==> src/rtl/scu_abus_pkg.sv <==
// Shared types and chip-select decode for the SCU A-bus initiator.
package scu_abus_pkg;

  typedef enum logic [2:0] {S_IDLE, S_SETUP, S_STROBE, S_HOLD, S_DONE} state_t;
  typedef enum logic [1:0] {CS_NONE, CS_0, CS_1, CS_2} cs_sel_t;

  localparam logic [1:0] CS0_MATCH = 2'b01;      // REQ_A[26:25]
  localparam logic [2:0] CS1_MATCH = 3'b100;     // REQ_A[26:24]
  localparam logic [6:0] CS2_MATCH = 7'b1011000; // REQ_A[26:20]

  function automatic cs_sel_t abus_decode(input logic [26:0] a);
    if (a[26:25] == CS0_MATCH) return CS_0;
    if (a[26:24] == CS1_MATCH) return CS_1;
    if (a[26:20] == CS2_MATCH) return CS_2;
    return CS_NONE;
  endfunction

endpackage

==> src/rtl/scu_abus_timer.sv <==
// Loadable down-counter advancing on a clock enable; done while the count is zero.
module scu_abus_timer #(
  parameter int W = 4
) (
  input  logic         clk,
  input  logic         rst_n,
  input  logic         ce,
  input  logic         load,
  input  logic [W-1:0] load_val,
  output logic         done
);

  logic [W-1:0] cnt_q, cnt_d;

  always_comb begin
    cnt_d = cnt_q;
    if (load)                    cnt_d = load_val;
    else if (ce && cnt_q != '0)  cnt_d = cnt_q - 1'b1;
  end

  always_ff @(posedge clk or negedge rst_n)
    if (!rst_n) cnt_q <= '0;
    else        cnt_q <= cnt_d;

  assign done = (cnt_q == '0);

endmodule

==> src/rtl/scu_abus_master.sv <==
// SCU A-bus initiator: one request -> one or two 16-bit strobe cycles with AWAIT_N stretching.
// Define ABUS_TIMEOUT_EN to add the stretched-strobe watchdog (abort with REQ_ERR).
module scu_abus_master
  import scu_abus_pkg::*;
#(
  parameter int SETUP_CYC  = 1,
  parameter int STROBE_CYC = 3,
  parameter int HOLD_CYC   = 1,
  parameter int TMO_CYC    = 1023
) (
  input  logic        CLK,
  input  logic        RST_N,
  input  logic        CE_R,
  input  logic        CE_F,
  input  logic        REQ_RD,
  input  logic        REQ_WR,
  input  logic [26:0] REQ_A,
  input  logic        REQ_SZ,
  input  logic [1:0]  REQ_BE,
  input  logic [31:0] REQ_DI,
  output logic [31:0] REQ_DO,
  output logic        REQ_ACK,
  output logic        REQ_ERR,
  output logic        READY,
  output logic [25:0] AA,
  output logic [15:0] ADO,
  input  logic [15:0] ADI,
  output logic        ACS0_N,
  output logic        ACS1_N,
  output logic        ACS2_N,
  output logic        ARD_N,
  output logic        AWRU_N,
  output logic        AWRL_N,
  input  logic        AWAIT_N
);

  localparam logic [3:0] SETUP_LD  = 4'(SETUP_CYC - 1);
  localparam logic [3:0] STROBE_LD = 4'(STROBE_CYC - 1);
  localparam logic [3:0] HOLD_LD   = (HOLD_CYC > 0) ? 4'(HOLD_CYC - 1) : 4'd0;

  state_t      state_q, state_d;
  cs_sel_t     cs_q, cs_d, cs_dec;
  logic        wr_q, wr_d, sz_q, sz_d, half_q, half_d, err_q, err_d;
  logic [1:0]  be_q, be_d;
  logic [31:0] wdat_q, wdat_d, do_q, do_d;
  logic [25:0] aa_q, aa_d;
  logic [15:0] ado_q, ado_d;
  logic        tmr_load, tmr_done, wdt_load, adv, first_hi, cs_act, a0_unused;
  logic [3:0]  tmr_val;

  assign cs_dec    = abus_decode(REQ_A);
  assign first_hi  = sz_q && !half_q;
  assign a0_unused = REQ_A[0];

  scu_abus_timer #(.W(4)) u_tmr (
    .clk(CLK), .rst_n(RST_N), .ce(CE_R), .load(tmr_load), .load_val(tmr_val), .done(tmr_done)
  );

`ifdef ABUS_TIMEOUT_EN
  localparam int WW = $clog2(TMO_CYC + 1);
  logic wdt_ce, wdt_done;
  // Only ticks where the strobe is being held purely by AWAIT_N count toward the watchdog.
  assign wdt_ce = CE_R && (state_q == S_STROBE) && tmr_done && !AWAIT_N;
  scu_abus_timer #(.W(WW)) u_wdt (
    .clk(CLK), .rst_n(RST_N), .ce(wdt_ce), .load(wdt_load), .load_val(WW'(TMO_CYC - 1)), .done(wdt_done)
  );
`else
  logic wdt_unused;
  assign wdt_unused = wdt_load ^ (TMO_CYC != 0);
`endif

  always_comb begin
    state_d = state_q; cs_d = cs_q; wr_d = wr_q; sz_d = sz_q; half_d = half_q;
    be_d = be_q; wdat_d = wdat_q; aa_d = aa_q; ado_d = ado_q; do_d = do_q; err_d = err_q;
    tmr_load = 1'b0; tmr_val = '0; wdt_load = 1'b0; adv = 1'b0;
    unique case (state_q)
      S_IDLE: if (REQ_RD || REQ_WR) begin
        wr_d   = REQ_WR;
        sz_d   = REQ_SZ;
        be_d   = REQ_SZ ? 2'b11 : REQ_BE;
        wdat_d = REQ_DI;
        half_d = 1'b0;
        cs_d   = cs_dec;
        aa_d   = {1'b0, REQ_A[24:1], 1'b0}; // window-relative address
        if (cs_dec == CS_NONE) begin
          do_d = '1; err_d = 1'b1; state_d = S_DONE;
        end else begin
          do_d = '0; err_d = 1'b0; state_d = S_SETUP;
          tmr_load = 1'b1; tmr_val = SETUP_LD;
        end
      end
      S_SETUP: begin
        // Exit tick also loads ADO so data is valid at strobe even without an intervening CE_F.
        if (wr_q && (CE_F || (CE_R && tmr_done)))
          ado_d = first_hi ? wdat_q[31:16] : wdat_q[15:0];
        if (CE_R && tmr_done) begin
          state_d = S_STROBE; tmr_load = 1'b1; tmr_val = STROBE_LD; wdt_load = 1'b1;
        end
      end
      S_STROBE: if (CE_R && tmr_done) begin
        if (AWAIT_N) begin
          if (!wr_q) begin
            if (first_hi) do_d[31:16] = ADI;
            else          do_d[15:0]  = ADI;
          end
          if (HOLD_CYC == 0) adv = 1'b1;
          else begin
            state_d = S_HOLD; tmr_load = 1'b1; tmr_val = HOLD_LD;
          end
        end
`ifdef ABUS_TIMEOUT_EN
        else if (wdt_done) begin
          do_d = '1; err_d = 1'b1; state_d = S_DONE;
        end
`endif
      end
      S_HOLD:  if (CE_R && tmr_done) adv = 1'b1;
      S_DONE:  state_d = S_IDLE;
      default: state_d = S_IDLE;
    endcase
    if (adv) begin
      if (first_hi) begin
        half_d = 1'b1; aa_d = aa_q + 26'd2; state_d = S_SETUP;
        tmr_load = 1'b1; tmr_val = SETUP_LD;
      end else begin
        state_d = S_DONE;
      end
    end
  end

  always_ff @(posedge CLK or negedge RST_N)
    if (!RST_N) begin
      state_q <= S_IDLE; cs_q <= CS_NONE; wr_q <= 1'b0; sz_q <= 1'b0; half_q <= 1'b0;
      be_q <= 2'b00; wdat_q <= '0; aa_q <= '0; ado_q <= '0; do_q <= '0; err_q <= 1'b0;
    end else begin
      state_q <= state_d; cs_q <= cs_d; wr_q <= wr_d; sz_q <= sz_d; half_q <= half_d;
      be_q <= be_d; wdat_q <= wdat_d; aa_q <= aa_d; ado_q <= ado_d; do_q <= do_d; err_q <= err_d;
    end

  // CS spans SETUP..HOLD of both halves; decoded from state so reset releases it at once.
  assign cs_act  = (state_q == S_SETUP) || (state_q == S_STROBE) || (state_q == S_HOLD);
  assign ACS0_N  = !(cs_act && cs_q == CS_0);
  assign ACS1_N  = !(cs_act && cs_q == CS_1);
  assign ACS2_N  = !(cs_act && cs_q == CS_2);
  assign ARD_N   = !(state_q == S_STROBE && !wr_q);
  assign AWRU_N  = !(state_q == S_STROBE && wr_q && be_q[1]);
  assign AWRL_N  = !(state_q == S_STROBE && wr_q && be_q[0]);
  assign AA      = aa_q;
  assign ADO     = ado_q;
  assign REQ_DO  = do_q;
  assign REQ_ACK = (state_q == S_DONE);
  assign REQ_ERR = (state_q == S_DONE) && err_q;
  assign READY   = (state_q == S_IDLE);

endmodule

==> config.mk <==
export PLATFORM = sky130hd
export DESIGN_NAME = scu_abus_master
export DESIGN_NICKNAME = d
export VERILOG_FILES = /design/src/rtl/scu_abus_pkg.sv /design/src/rtl/scu_abus_timer.sv /design/src/rtl/scu_abus_master.sv
export SDC_FILE = /design/constraint.sdc
export NUM_CORES = 1
export LEC_CHECK = 0
export CAP_MARGIN = 10
export CORE_MARGIN = 8
export CORE_UTILIZATION = 51
export DETAILED_ROUTE_END_ITERATION = 10
export PLACE_DENSITY = 0.93
export SLEW_MARGIN = 25
export SYNTH_ARGS = -nofsm -noshare
export SYNTH_HDL_FRONTEND = slang
export SYNTH_SLANG_ARGS = --single-unit
==> constraint.sdc <==
create_clock -name CLK -period 3.67 [get_ports CLK]
set_clock_uncertainty 0.2 [all_clocks]
set_input_delay 0.734 -clock CLK [delete_from_list [all_inputs] [get_ports CLK]]
set_output_delay 0.734 -clock CLK [all_outputs]
set_load 0.02 [all_outputs]
== Word level (Yosys, flattened, before mapping) ==
Cells that the tools add are included.

* Order comparisons: 0
* Divide/modulo/power cells: 0
* Shift-type cells: 0
* Reduce and logical (&&, ||, !) cells: 35
* Equal/unequal tests: 21
* Bitwise logic cells: 0
* Multiplexer cells: 54
* $add $sub $neg: 2
* $mul: 0

{| class="wikitable"
|+ Operators with widths
! operator !! count
|-
| 2-to-1 mux 32 bit || 5
|-
| 2-to-1 mux 26 bit || 4
|-
| case mux 32 bit (2 select lines) || 1
|-
| 2-to-1 mux 16 bit || 3
|-
| adder 26 x 2 -> 26 bit, second input constant || 1
|-
| 2-to-1 mux 3 bit || 7
|-
| 2-to-1 mux 1 bit || 19
|-
| 2-to-1 mux 2 bit || 9
|-
| 2-to-1 mux 4 bit || 4
|-
| logical AND 1 bit || 12
|-
| inequality test 2 bit, second input constant || 6
|-
| case mux 3 bit (4 select lines) || 1
|-
| AND reduction 6 bit || 2
|-
| inequality test 3 bit, second input constant || 3
|-
| zero test 1 bit || 8
|-
| equality test 7 bit, second input constant || 1
|-
| equality test 3 x 2 -> 1 bit, second input constant || 2
|-
| equality test 3 bit, second input constant || 2
|-
| AND reduction 5 bit || 1
|-
| equality test 2 x 1 -> 1 bit, second input constant || 2
|-
| equality test 2 bit, second input constant || 2
|-
| zero test 4 bit || 1
|-
| logical OR 1 bit || 4
|-
| AND reduction 2 bit || 2
|-
| other kinds (9) || 10
|}

* Word-level logic and storage cells: 125
* Memories kept: 0
* Memory bits (read-only): 0
* Register bits after elaboration: 121
* Bits of input ports: 85
* Output and inout bits: 83
* Memory bits (writable): 0
* Bits in latches: 0

== Logic depth before layout (Yosys ltp) ==
Gate-level depths: netlist (run 1).

* Depth in word-level cells: 15
* Mapped depth: 9
* Gate-level depth less buffers: 7

== By module ==
A second synthesis (run 1) with hierarchy kept.

* Cells, all modules: 565
* Area, all modules: 5679.2 µm²

{| class="wikitable"
|+ Modules (own cells, without submodules)
! module !! cells an instance !! area an instance (µm²) !! seq. area each (µm²) !! instances
|-
| scu_abus_master || 538 || 5408.9 || 2927.8 || 1
|-
| scu_abus_timer || 27 || 270.3 || 100.1 || 1
|}

== Least setup slack after synthesis (run 1) ==
OpenSTA, ideal clock, no wires.

* Kind: register to output
* From: reg state_q[2]
* To: out AWRL_N
* Slack: 1.351 ns
* Buffers on the path: 3
* Stages on the path, launching flop included: 6
* Data arrival time: 1.385 ns
* Path through: dfrtp_1 -> buf_2 -> nor3b_2 -> buf_2 -> buf_2 -> nand3_1

* Cells in the longest elaborated chain, start to end: 4

{| class="wikitable"
|+ RTL lines
! what !! RTL line !! text
|-
| from (decl) || scu_abus_master.sv:41 || <nowiki>state_t state_q, state_d;</nowiki>
|-
| from (signal assigned) || scu_abus_master.sv:136 || <nowiki>state_q <= state_d; cs_q <= cs_d; wr_q <= wr_d; sz_q <= sz_d; half_q <= half_d;</nowiki>
|-
| equality test 3 x 2 -> 1 bit || scu_abus_master.sv:147 || <nowiki>assign AWRL_N = !(state_q == S_STROBE && wr_q && be_q[0]);</nowiki>
|-
| logical AND 1 bit (2 in series) || scu_abus_master.sv:147 ||
|-
| zero test 1 bit || scu_abus_master.sv:147 ||
|-
| to (decl) || scu_abus_master.sv:33 || <nowiki>output logic AWRL_N,</nowiki>
|}

No other way between the ends.

== Final worst setup path (run 1) ==
* From: reg state_q[0]
* To: out ACS0_N

* Cells in the longest elaborated chain, start to end: 5
* Elaborated cells on any way between the ends: 7
* Those cells by class: eq/ne (3); reduce/logical (4)

{| class="wikitable"
|+ RTL lines
! what !! RTL line !! text
|-
| equality test 3 x 1 -> 1 bit or equality test 3 x 2 -> 1 bit (tied branches) || scu_abus_master.sv:141 || <nowiki>assign cs_act = (state_q == S_SETUP) || (state_q == S_STROBE) || (state_q == S_HOLD);</nowiki>
|-
| logical OR 1 bit || scu_abus_master.sv:141 ||
|-
| logical OR 1 bit (*) || scu_abus_master.sv:141 ||
|-
| logical AND 1 bit (*) || scu_abus_master.sv:142 || <nowiki>assign ACS0_N = !(cs_act && cs_q == CS_0);</nowiki>
|-
| zero test 1 bit (*) || scu_abus_master.sv:142 ||
|-
| to (decl) || scu_abus_master.sv:28 || <nowiki>output logic ACS0_N,</nowiki>
|}

Every way passes the cells marked *; elsewhere a longest branch is shown, timed or not.

==> Flow_metrics.wiki, run 1 <==
{| class="wikitable"
! Metric !! Value
|-
| Vias in the first global route || 5161
|-
| PD cells || 950.2 nW/um^2
|-
| Synthesized Nets || between 600 and 700
|-
| Hold_buf cts || 0
|-
| Setup Viol. Count Final || 0
|-
| Internal portion of total power || 4.474 mW
|-
| Post-synthesis instance area || 5529 um^2
|-
| Headroom to the max-slew limit || 50.82%
|-
| Sequential cell area fraction in the yosys report || ~55%
|-
| Most frequent standard cell in the layout excluding fill and tap cells || sky130_fd_sc_hd__clkdlybuf4s50_1
|-
| Maximum number of pins on one net before global-route repair || 73
|-
| Worst Path Class, Setup || flop to primary output
|-
| Via count normalized by instance count || 5.590
|-
| Biggest fanout along the worst timing path || 13
|-
| Crit-path cells || nor2_1, nor2_1, nand3b_1, clkdlybuf4s50_1
|-
| Transition time at the pin with the least slew margin || 0.7377 ns
|-
| Class of the tightest hold or removal check || input port to asynchronous set/reset pin
|-
| GP Congestion || 0.8459
|-
| Max Root-Sink Buffers || 2
|-
| Outcome || completed
|-
| Shortest clock period the worst path allows after layout || 3.272 ns
|-
| Total count of hold-check failures in the final report || 0
|-
| Die width || 120.1 um
|-
| Initial drt markers || between 500 and 600
|-
| Post-route ant nets || 0
|-
| Initial antenna violation count || 0
|-
| Post-CTS Setup Repair Bufs || 0
|-
| Final instance area || 7886 um^2
|-
| Main synth FF type || sky130_fd_sc_hd__dfrtp_1
|-
| Flop pwr share || between 30% and 40%
|-
| Register bit total from synthesis || 121
|-
| Global-route wire length before repair || 26630 um
|-
| Net switching component of the power || approximately 3.0 mW
|-
| Total Die Area || 14430 um^2
|-
| Clock network latency to the later pin of the worst-skew pair || 0.51 ns
|-
| Port Buffers || 166
|-
| Share of flip-flops with an asynchronous set or reset after synthesis || 100.0%
|-
| Post-synthesis instance total || 595
|-
| Area delta synth->final || 42.63%
|-
| Number of detailed-route iterations in the first pass || 5
|-
| Total wire length after detailed routing || 16500 um
|-
| NumNets Final || 844
|-
| Detailed-route wire length per cell || 18.19 um
|-
| Stage delay of the slowest cell on the critical path || 0.65 ns
|-
| Fraction of layout cells with a size suffix above 1 || under 10%
|-
| RSZ-0062 raised after global routing || no
|-
| Placed cell area || 7301 um^2
|-
| Die boundary height || 120.1 um
|-
| Rows || 38
|-
| Max-Cap Viols || 0
|-
| EDFF count, synth || 0
|-
| Share of total power in combinational logic || 45.0%
|-
| Clock Sinks || 121
|-
| Clock H-tree levels || 4
|-
| Root Buffer || sky130_fd_sc_hd__clkbuf_8
|-
| Area of the core || about 11000 um^2
|-
| Starting density of the core || 51.68%
|-
| Number of buffers created by CTS || 17
|-
| Gr usage total || 23.10%
|-
| Leakage power of the design || 3.412 nW
|-
| Library cell contributing the largest single delay on the critical path || sky130_fd_sc_hd__dfrtp_1
|-
| Clock transition time at the flip-flop clock pins of the worst setup and hold paths || 0.05 ns
|-
| CP Data Required Time || 2.74 ns
|-
| Sort of element at the end of the critical path || primary output
|-
| Yosys warns || 0
|-
| Worst IR Drop VDD || 0.4551 mV
|-
| Fin util || 73.72%
|-
| Final global-route overflow total || 0
|-
| Fill cell total of the finished layout || 743
|-
| Highest clock rate || just over 0.3 GHz
|-
| Crit path launch type || flop
|-
| Post-detailed-placement half-perimeter wirelength || 11830 um
|-
| Worst path buffer plus inverter count || 1
|-
| Cell mode on critical path || sky130_fd_sc_hd__nor2_1
|-
| Resize count post-CTS || 0
|-
| Family of cells with the greatest summed delay on the critical path || flip-flops
|-
| Vias after detailed routing || 5070
|-
| Data arrival, critical path || 2.34 ns
|-
| Most used cells in the layout excluding fill and tap cells || sky130_fd_sc_hd__clkdlybuf4s50_1 (165), sky130_fd_sc_hd__nand2_1 (136), sky130_fd_sc_hd__dfrtp_1 (121)
|-
| Final total negative setup slack || 0 ns
|-
| Final total power || 7.493 mW
|-
| TritonCTS clock tree || done
|-
| Final clock period utilization by the worst path || 89.15%
|-
| Net switching fraction of the power || 40.29%
|-
| Remaining design rule violation count || 0
|-
| Number of antenna repair diodes || 0
|-
| Mean cell area of the mapped netlist || 9.293 um^2
|-
| Number of max-slew violations in the final report || 0
|-
| Io pins || 168
|-
| Number of distinct library cells after synthesis || 53
|-
| Share of power burned in the clock network || between 20% and 30%
|}
## cell usage after synthesis, drive strengths merged (2+ instances only)
master / n / share of area [%]
a21oi: 59 / 5.3
nand3b: 3 / 0.41
clkbuf: 9 / 0.61
o21ai: 31 / 3.0
and2: 4 / 0.45
and4: 4 / 0.63
o21a: 2 / 0.27
and3: 8 / 0.97
o32ai: 5 / 0.79
nand3: 11 / 1.3
a31oi: 3 / 0.34
nor2b: 4 / 0.45
a311oi: 2 / 0.32
nand2b: 2 / 0.23
nor3: 18 / 2.1
nor2: 72 / 4.9
nand2: 136 / 9.2
nor3b: 2 / 0.36
inv: 9 / 0.61
xnor2: 4 / 0.63
mux2i: 16 / 2.9
a211oi: 17 / 2.4
nor4: 4 / 0.72
nand4: 5 / 0.57
ha: 3 / 0.68
buf: 26 / 2.6
dfrtp: 121 / 55
## layer usage
| layer | vias up | share of wire [%] | global-route usage [%] |
|---|---|---|---|
| met4 | 0 | 1.6 | 8.119 |
| li1 | 2358 | - | - |
| met2 | 242 | 50 | 39.22 |
| met3 | 26 | 7.3 | 6.952 |
| met1 | 2444 | 41 | 27.31 |
| met5 | - | 0 | 0 |
## final cells by class
type	count	area [um^2]	area share, %
Tap cell	140	175.2	2.221
Sequential cell	121	3028	38.39
Clock buffer	21	429.2	5.442
Inverter	9	33.78	0.4284
Timing Repair Buffer	177	1754	22.24
Multi-Input combinational cell	430	2316	29.37
Clock inverter	9	150.1	1.904
## flip-flops by register name, indices dropped and copies added (netlist names)
signal / flops
wr_q: 1
AA: 26
err_q: 1
half_q: 1
REQ_DO: 32
state_q: 3
be_q: 2
u_tmr.cnt_q: 4
wdat_q: 32
sz_q: 1
ADO: 16
cs_q: 2
## final timing paths
| check | to | slack [ns] | cells after the start | startpoint |
|---|---|---|---|---|
| setup / recovery | ACS0_N | 0.40 | 4 | state_q[0]$_DFFE_PN0P_ |
| hold / removal | REQ_DO[3]$_DFFE_PN0P_ | 0.05 | 1 | RST_N |
| setup reg to reg | AA[14]$_DFF_PN0_ | 0.86 | 8 | u_tmr.cnt_q[0]$_DFFE_PN0P_ |
| hold reg to reg | err_q$_DFFE_PN0P_ | 0.28 | 2 | err_q$_DFFE_PN0P_ |
| max in group asynchronous | wdat_q[29]$_DFFE_PN0P_ | 2.38 | 2 | RST_N |
| min in group CLK | err_q$_DFFE_PN0P_ | 0.28 | 2 | err_q$_DFFE_PN0P_ |
## kinds of logic (layout without fill, tap and decap cells)
group / after synthesis / after routing / synth area share (%)
adder cells (fa/ha/maj): 3 / 3 / 0.6790
buffers and inverters: 44 / 216 / 3.779
AO/OA/AOI/OAI: 128 / 128 / 13.89
AND/OR/NAND/NOR: 279 / 279 / 23.35
multiplexers: 16 / 16 / 2.897
flip-flops: 121 / 121 / 54.76
XOR/XNOR: 4 / 4 / 0.6336
## per-stage QoR
stage	hold WS, ns	instances	worst slack (ns)
3_5_place_dp	0.2618	877	0.4494
6_report	0.05419	907	0.3980
4_1_cts	0.06798	907	0.4272
5_1_grt	0.09434	907	0.2432
3_3_place_gp	0.2527	877	0.5929
2_1_floorplan	0.2384	595	1.351
## power by group through the flow
stage	clock network (mW)	registers, mW	logic (mW)
2_1_floorplan	0	2.77	1.64
3_3_place_gp	0	2.42	3.22
3_5_place_dp	0	2.47	3.35
4_1_cts	1.67	2.46	3.38
5_1_grt	1.73	2.55	3.67
6_report	1.64	2.48	3.37
Power figures use the tool's default switching activity.
==> run 2, diff against run 1 <==
PLACE_DENSITY = unset   (was 0.93)
PLACE_DENSITY_LB_ADDON = 0.12   (was unset)
==> Flow_metrics.wiki, run 2 (synthesis gave the netlist of run 1 again) <==
{| class="wikitable"
! Metric !! Value
|-
| Outcome || completed
|-
| Stage delay of the slowest cell on the critical path || 0.57 ns
|-
| Area delta synth->final || 43.45%
|-
| Share of total power in combinational logic || between 40% and 50%
|-
| Highest clock rate || roughly 0.29 GHz
|-
| Most frequent standard cell in the layout excluding fill and tap cells || sky130_fd_sc_hd__clkdlybuf4s50_1
|-
| Placed cell area || 7323 um^2
|-
| Number of antenna repair diodes || 0
|-
| Setup Viol. Count Final || 0
|-
| Hold_buf cts || 0
|-
| Headroom to the max-slew limit || between 40% and 50%
|-
| Gr usage total || a little under a quarter
|-
| Crit path launch type || flop
|-
| Max-Cap Viols || 0
|-
| Transition time at the pin with the least slew margin || about 0.89 ns
|-
| Net switching fraction of the power || 40.63%
|-
| Min Hold Slack || approximately 0.15 ns
|-
| Total count of hold-check failures in the final report || 0
|-
| Starting density of the core || 51.68%
|-
| Final instance area || 7931 um^2
|-
| Worst Path Class, Setup || flop to primary output
|-
| Max Root-Sink Buffers || 2
|-
| Clock transition time at the flip-flop clock pins of the worst setup and hold paths || about 0.060 ns
|-
| Final total power || 7.503 mW
|-
| Crit-path cells || nor3b_2, buf_4, nand2b_1, clkdlybuf4s50_1
|-
| Global-route wire length before repair || 26410 um
|-
| Via count normalized by instance count || 5.531
|-
| Total wire length after detailed routing || roughly 16000 um
|-
| Vias in the first global route || 5151
|-
| CP Data Required Time || 2.74 ns
|-
| Clock H-tree levels || 4
|-
| Total Die Area || 14430 um^2
|-
| Clock network latency to the later pin of the worst-skew pair || 0.51 ns
|-
| Final clock period utilization by the worst path || roughly 94%
|-
| Leakage power of the design || 3.432 nW
|-
| Die width || ~120 um
|-
| Most used cells in the layout excluding fill and tap cells || sky130_fd_sc_hd__clkdlybuf4s50_1 (165), sky130_fd_sc_hd__nand2_1 (136), sky130_fd_sc_hd__dfrtp_1 (121)
|-
| Maximum number of pins on one net before global-route repair || slightly below 70
|-
| Initial antenna violation count || 0
|-
| Worst IR Drop VDD || 0.4544 mV
|-
| Shortest clock period the worst path allows after layout || approximately 3.4 ns
|-
| Number of detailed-route iterations in the first pass || 7
|-
| TritonCTS clock tree || done
|-
| Biggest fanout along the worst timing path || 17
|-
| Internal portion of total power || 4.455 mW
|-
| Post-route ant nets || 0
|-
| Rows || 38
|-
| Final total negative setup slack || 0 ns
|-
| RSZ-0062 raised after global routing || no
|-
| Number of max-slew violations in the final report || 0
|-
| Fraction of layout cells with a size suffix above 1 || 8.808%
|-
| Class of the tightest hold or removal check || input port to asynchronous set/reset pin
|-
| Detailed-route wire length per cell || 17.55 um
|-
| Resize count post-CTS || 0
|-
| Area of the core || 10700 um^2
|-
| Number of buffers created by CTS || 17
|-
| Remaining design rule violation count || 0
|-
| Fill cell total of the finished layout || 799
|-
| Final global-route overflow total || 0
|-
| GP Congestion || 0.8172
|-
| Net switching component of the power || 3.048 mW
|-
| Data arrival, critical path || between 2 and 3 ns
|-
| Flop pwr share || 32.9%
|-
| PD cells || 946.0 nW/um^2
|-
| Initial drt markers || 380
|-
| Root Buffer || sky130_fd_sc_hd__clkbuf_8
|-
| Clock Sinks || approximately 120
|-
| Sort of element at the end of the critical path || primary output
|-
| Vias after detailed routing || ~5000
|-
| Port Buffers || approximately 170
|-
| Die boundary height || 120.1 um
|-
| NumNets Final || 847
|-
| Library cell contributing the largest single delay on the critical path || sky130_fd_sc_hd__dfrtp_1
|-
| Io pins || 168
|-
| Post-CTS Setup Repair Bufs || 0
|-
| Post-detailed-placement half-perimeter wirelength || 11240 um
|-
| Fin util || 74.14%
|-
| Share of power burned in the clock network || between 20 and 25%
|}
run 2: cell types whose count changed in the layout (fill, tap and decap cells not counted), sizes merged:
| cell | before | now |
|---|---|---|
| clkbuf | 21 | 18 |
| clkinvlp | 2 | 4 |
| buf | 12 | 15 |
| inv | 9 | 10 |
| clkinv | 3 | 6 |
| bufinv | 4 | 3 |
run 2: critical path, delay by kind of cell, from the launching register on:
kind,cells,cell delay [ns]
simple gates,2,0.56
buf+inv,2,0.87
flops,1,0.57
run 2: worst paths after layout:
check	from	endpoint	slack (ns)	cells past startpoint
max in group asynchronous	RST_N	REQ_DO[24]$_DFFE_PN0P_	2.31	2
min in group CLK	ADO[9]$_DFFE_PN0P_	ADO[9]$_DFFE_PN0P_	0.27	2
setup / recovery	state_q[1]$_DFFE_PN0P_	ARD_N	0.22	4
hold / removal	RST_N	REQ_DO[27]$_DFFE_PN0P_	0.15	1
setup reg to reg	u_tmr.cnt_q[0]$_DFFE_PN0P_	AA[24]$_DFF_PN0_	0.89	7
hold reg to reg	ADO[9]$_DFFE_PN0P_	ADO[9]$_DFFE_PN0P_	0.27	2
run 2: final cells by class:
cell class                 instances  area [um^2]  area share [%]
inverter                           9        33.78          0.4259
tap                              140        175.2           2.209
timing repair buffer             180         1777           22.40
clock inverter                    14        173.9           2.193
clock buffer                      18        427.9           5.395
sequential                       121         3028           38.18
multi-input combinational        430         2316           29.20
run 2: power by group through the flow:
| stage | Combinational [mW] | Clock [mW] | Sequential, mW |
|---|---|---|---|
| after floorplan | 1.64 | 0 | 2.77 |
| after global placement | 3.26 | 0 | 2.42 |
| after detailed placement | 3.36 | 0 | 2.47 |
| after CTS | 3.39 | 1.69 | 2.46 |
| after global routing | 3.71 | 1.75 | 2.54 |
| final | 3.36 | 1.67 | 2.47 |
run 2: layer usage:
layer	track usage [%]	part of all wire (%)
met5	0	0
met4	7.182	1.0
met3	7.609	8.1
met2	37.30	50
met1	27.68	41
run 2: through the flow:
stage,worst slack [ns],instances
after floorplan,1.351,595
after global placement,0.5100,880
after detailed placement,0.4377,880
after CTS,0.2631,912
after global routing,0.07646,912
final,0.2204,912
==> run 3, diff against run 2 <==
CORE_UTILIZATION = 41   (was 51)
==> Flow_metrics.wiki, run 3 (synthesis gave the netlist of run 1 again) <==
{| class="wikitable"
! Metric !! Value
|-
| Outcome || completed
|-
| Number of max-slew violations in the final report || 0
|-
| Area delta synth->final || 43.88%
|-
| Shortest clock period the worst path allows after layout || about 3.3 ns
|-
| Initial drt markers || 300
|-
| GP Congestion || 0.7819
|-
| Max-Cap Viols || 0
|-
| Total Die Area || 17460 um^2
|-
| TritonCTS clock tree || done
|-
| End of the worst register-to-register path || AA[24]$_DFF_PN0_
|-
| Path depth of the worst reg2reg path || 7
|-
| Crit path launch type || flop
|-
| R2r startpoint || u_tmr.cnt_q[0]$_DFFE_PN0P_
|-
| Resize count post-CTS || 0
|-
| Final clock period utilization by the worst path || 89.38%
|-
| NumNets Final || about 850
|-
| Clock transition time at the flip-flop clock pins of the worst setup and hold paths || roughly 0.05 ns
|-
| Number of antenna repair diodes || 0
|-
| Io pins || approximately 170
|-
| Clock H-tree levels || 4
|-
| Total count of hold-check failures in the final report || 0
|-
| Initial antenna violation count || 0
|-
| Clock Sinks || 121
|-
| Post-detailed-placement half-perimeter wirelength || 11250 um
|-
| Class of the tightest hold or removal check || input port to asynchronous set/reset pin
|-
| Remaining design rule violation count || 0
|-
| Share of total power in combinational logic || between 40 and 50%
|-
| Register-to-register setup slack || approximately 0.95 ns
|-
| Highest clock rate || 0.3048 GHz
|-
| Headroom to the max-slew limit || between 40% and 50%
|-
| Max Root-Sink Buffers || 2
|-
| Via count normalized by instance count || between 5 and 6
|-
| Fraction of layout cells with a size suffix above 1 || 8.442%
|-
| Data arrival, critical path || 2.35 ns
|-
| Net switching component of the power || 2.961 mW
|-
| Setup Viol. Count Final || 0
|-
| Share of power burned in the clock network || between 20% and 30%
|-
| Transition time at the pin with the least slew margin || ~0.83 ns
|-
| Most frequent standard cell in the layout excluding fill and tap cells || sky130_fd_sc_hd__clkdlybuf4s50_1
|-
| Number of detailed-route iterations in the first pass || 4
|-
| Most used cells in the layout excluding fill and tap cells || sky130_fd_sc_hd__clkdlybuf4s50_1 (165), sky130_fd_sc_hd__nand2_1 (136), sky130_fd_sc_hd__dfrtp_1 (121)
|-
| Hold_buf cts || 0
|-
| Post-route ant nets || 0
|-
| Final total negative setup slack || 0 ns
|-
| Total wire length after detailed routing || about 16000 um
|-
| Area of the core || 13190 um^2
|-
| Die width || around 130 um
|-
| Final total power || 7.431 mW
|-
| Placed cell area || 7353 um^2
|-
| Root Buffer || sky130_fd_sc_hd__clkbuf_16
|-
| Worst setup path endpoint || AWRU_N
|-
| PD cells || 934.1 nW/um^2
|-
| CP Data Required Time || 2.74 ns
|-
| Final instance area || 7955 um^2
|-
| Starting density of the core || roughly two fifths
|-
| Vias in the first global route || 5149
|-
| Gr usage total || between 10% and 20%
|-
| Die boundary height || 132.1 um
|-
| Sort of element at the end of the critical path || primary output
|-
| Post-CTS Setup Repair Bufs || 0
|-
| Port Buffers || 166
|-
| Global-route wire length before repair || 26240 um
|-
| Net switching fraction of the power || between 30 and 40%
|-
| Worst Path Class, Setup || flop to primary output
|-
| Biggest fanout along the worst timing path || 13
|-
| Maximum number of pins on one net before global-route repair || 63
|-
| Detailed-route wire length per cell || 16.57 um
|-
| Worst IR Drop VDD || 0.4232 mV
|-
| Internal portion of total power || between 4 and 5 mW
|-
| Flop pwr share || 32.9%
|-
| Clock network latency to the later pin of the worst-skew pair || 0.41 ns
|-
| Post-placement setup slack || 0.4934 ns
|-
| PnR worst setup slack || 0.3897 ns
|-
| RSZ-0062 raised after global routing || no
|-
| Vias after detailed routing || 4851
|-
| Final global-route overflow total || 0
|-
| Number of buffers created by CTS || 17
|-
| Timing startpoint of the critical path || state_q[0]$_DFFE_PN0P_
|-
| Rows || 42
|-
| Leakage power of the design || around 3.4 nW
|}
[run 3: routing by layer]
layer	vias to the layer above	wire length (um)	global-route usage, %
li1	2369	-	-
met1	2329	7218	23.75
met4	0	116	5.935
met5	-	0	0
met2	141	7219	28.32
met3	12	1123	6.402
[run 3: worst min-delay path by stage]
stage	slack, ns	end
finish	0.22	REQ_DO[19]$_DFFE_PN0P_
detailed placement	0.26	be_q[0]$_DFFE_PN0P_
global placement	0.25	be_q[1]$_DFFE_PN0P_
CTS	0.25	REQ_DO[19]$_DFFE_PN0P_
global route	0.28	REQ_DO[3]$_DFFE_PN0P_
floorplan	0.24	AA[0]$_DFFE_PN0P_
[run 3: layout make-up]
cell class	count	area, um^2
fillers	1147	5235
flip-flops and latches	121	3028
multi-input cells	430	2316
repair buffers	178	1762
clock buffers	19	442.9
well taps	176	220.2
clock inverters	13	152.6
inverters	9	33.78
[run 3: worst max-delay path, cell delays in order, from the launching register on]
cell and delay (ns):
sky130_fd_sc_hd__dfrtp_1 0.56, sky130_fd_sc_hd__nor3b_2 0.59, sky130_fd_sc_hd__nand3_1 0.21, sky130_fd_sc_hd__clkdlybuf4s50_1 0.58
[run 3: power groups by stage]
stage	sequential [mW]	combinational [mW]	clock, mW
after floorplan	2.77	1.64	0
after CTS	2.45	3.37	1.70
after global placement	2.43	3.27	0
after detailed placement	2.46	3.35	0
after global routing	2.54	3.68	1.76
final	2.45	3.33	1.66
[run 3: metrics by stage]
step / util [%] / hold slack (ns) / instances
after floorplan: - / 0.2384 / 595
after global placement: 55.75 / 0.2544 / 914
after detailed placement: 55.75 / 0.2625 / 914
after CTS: 60.26 / 0.2469 / 946
after global routing: 60.31 / 0.2811 / 946
final: 60.31 / 0.2154 / 946
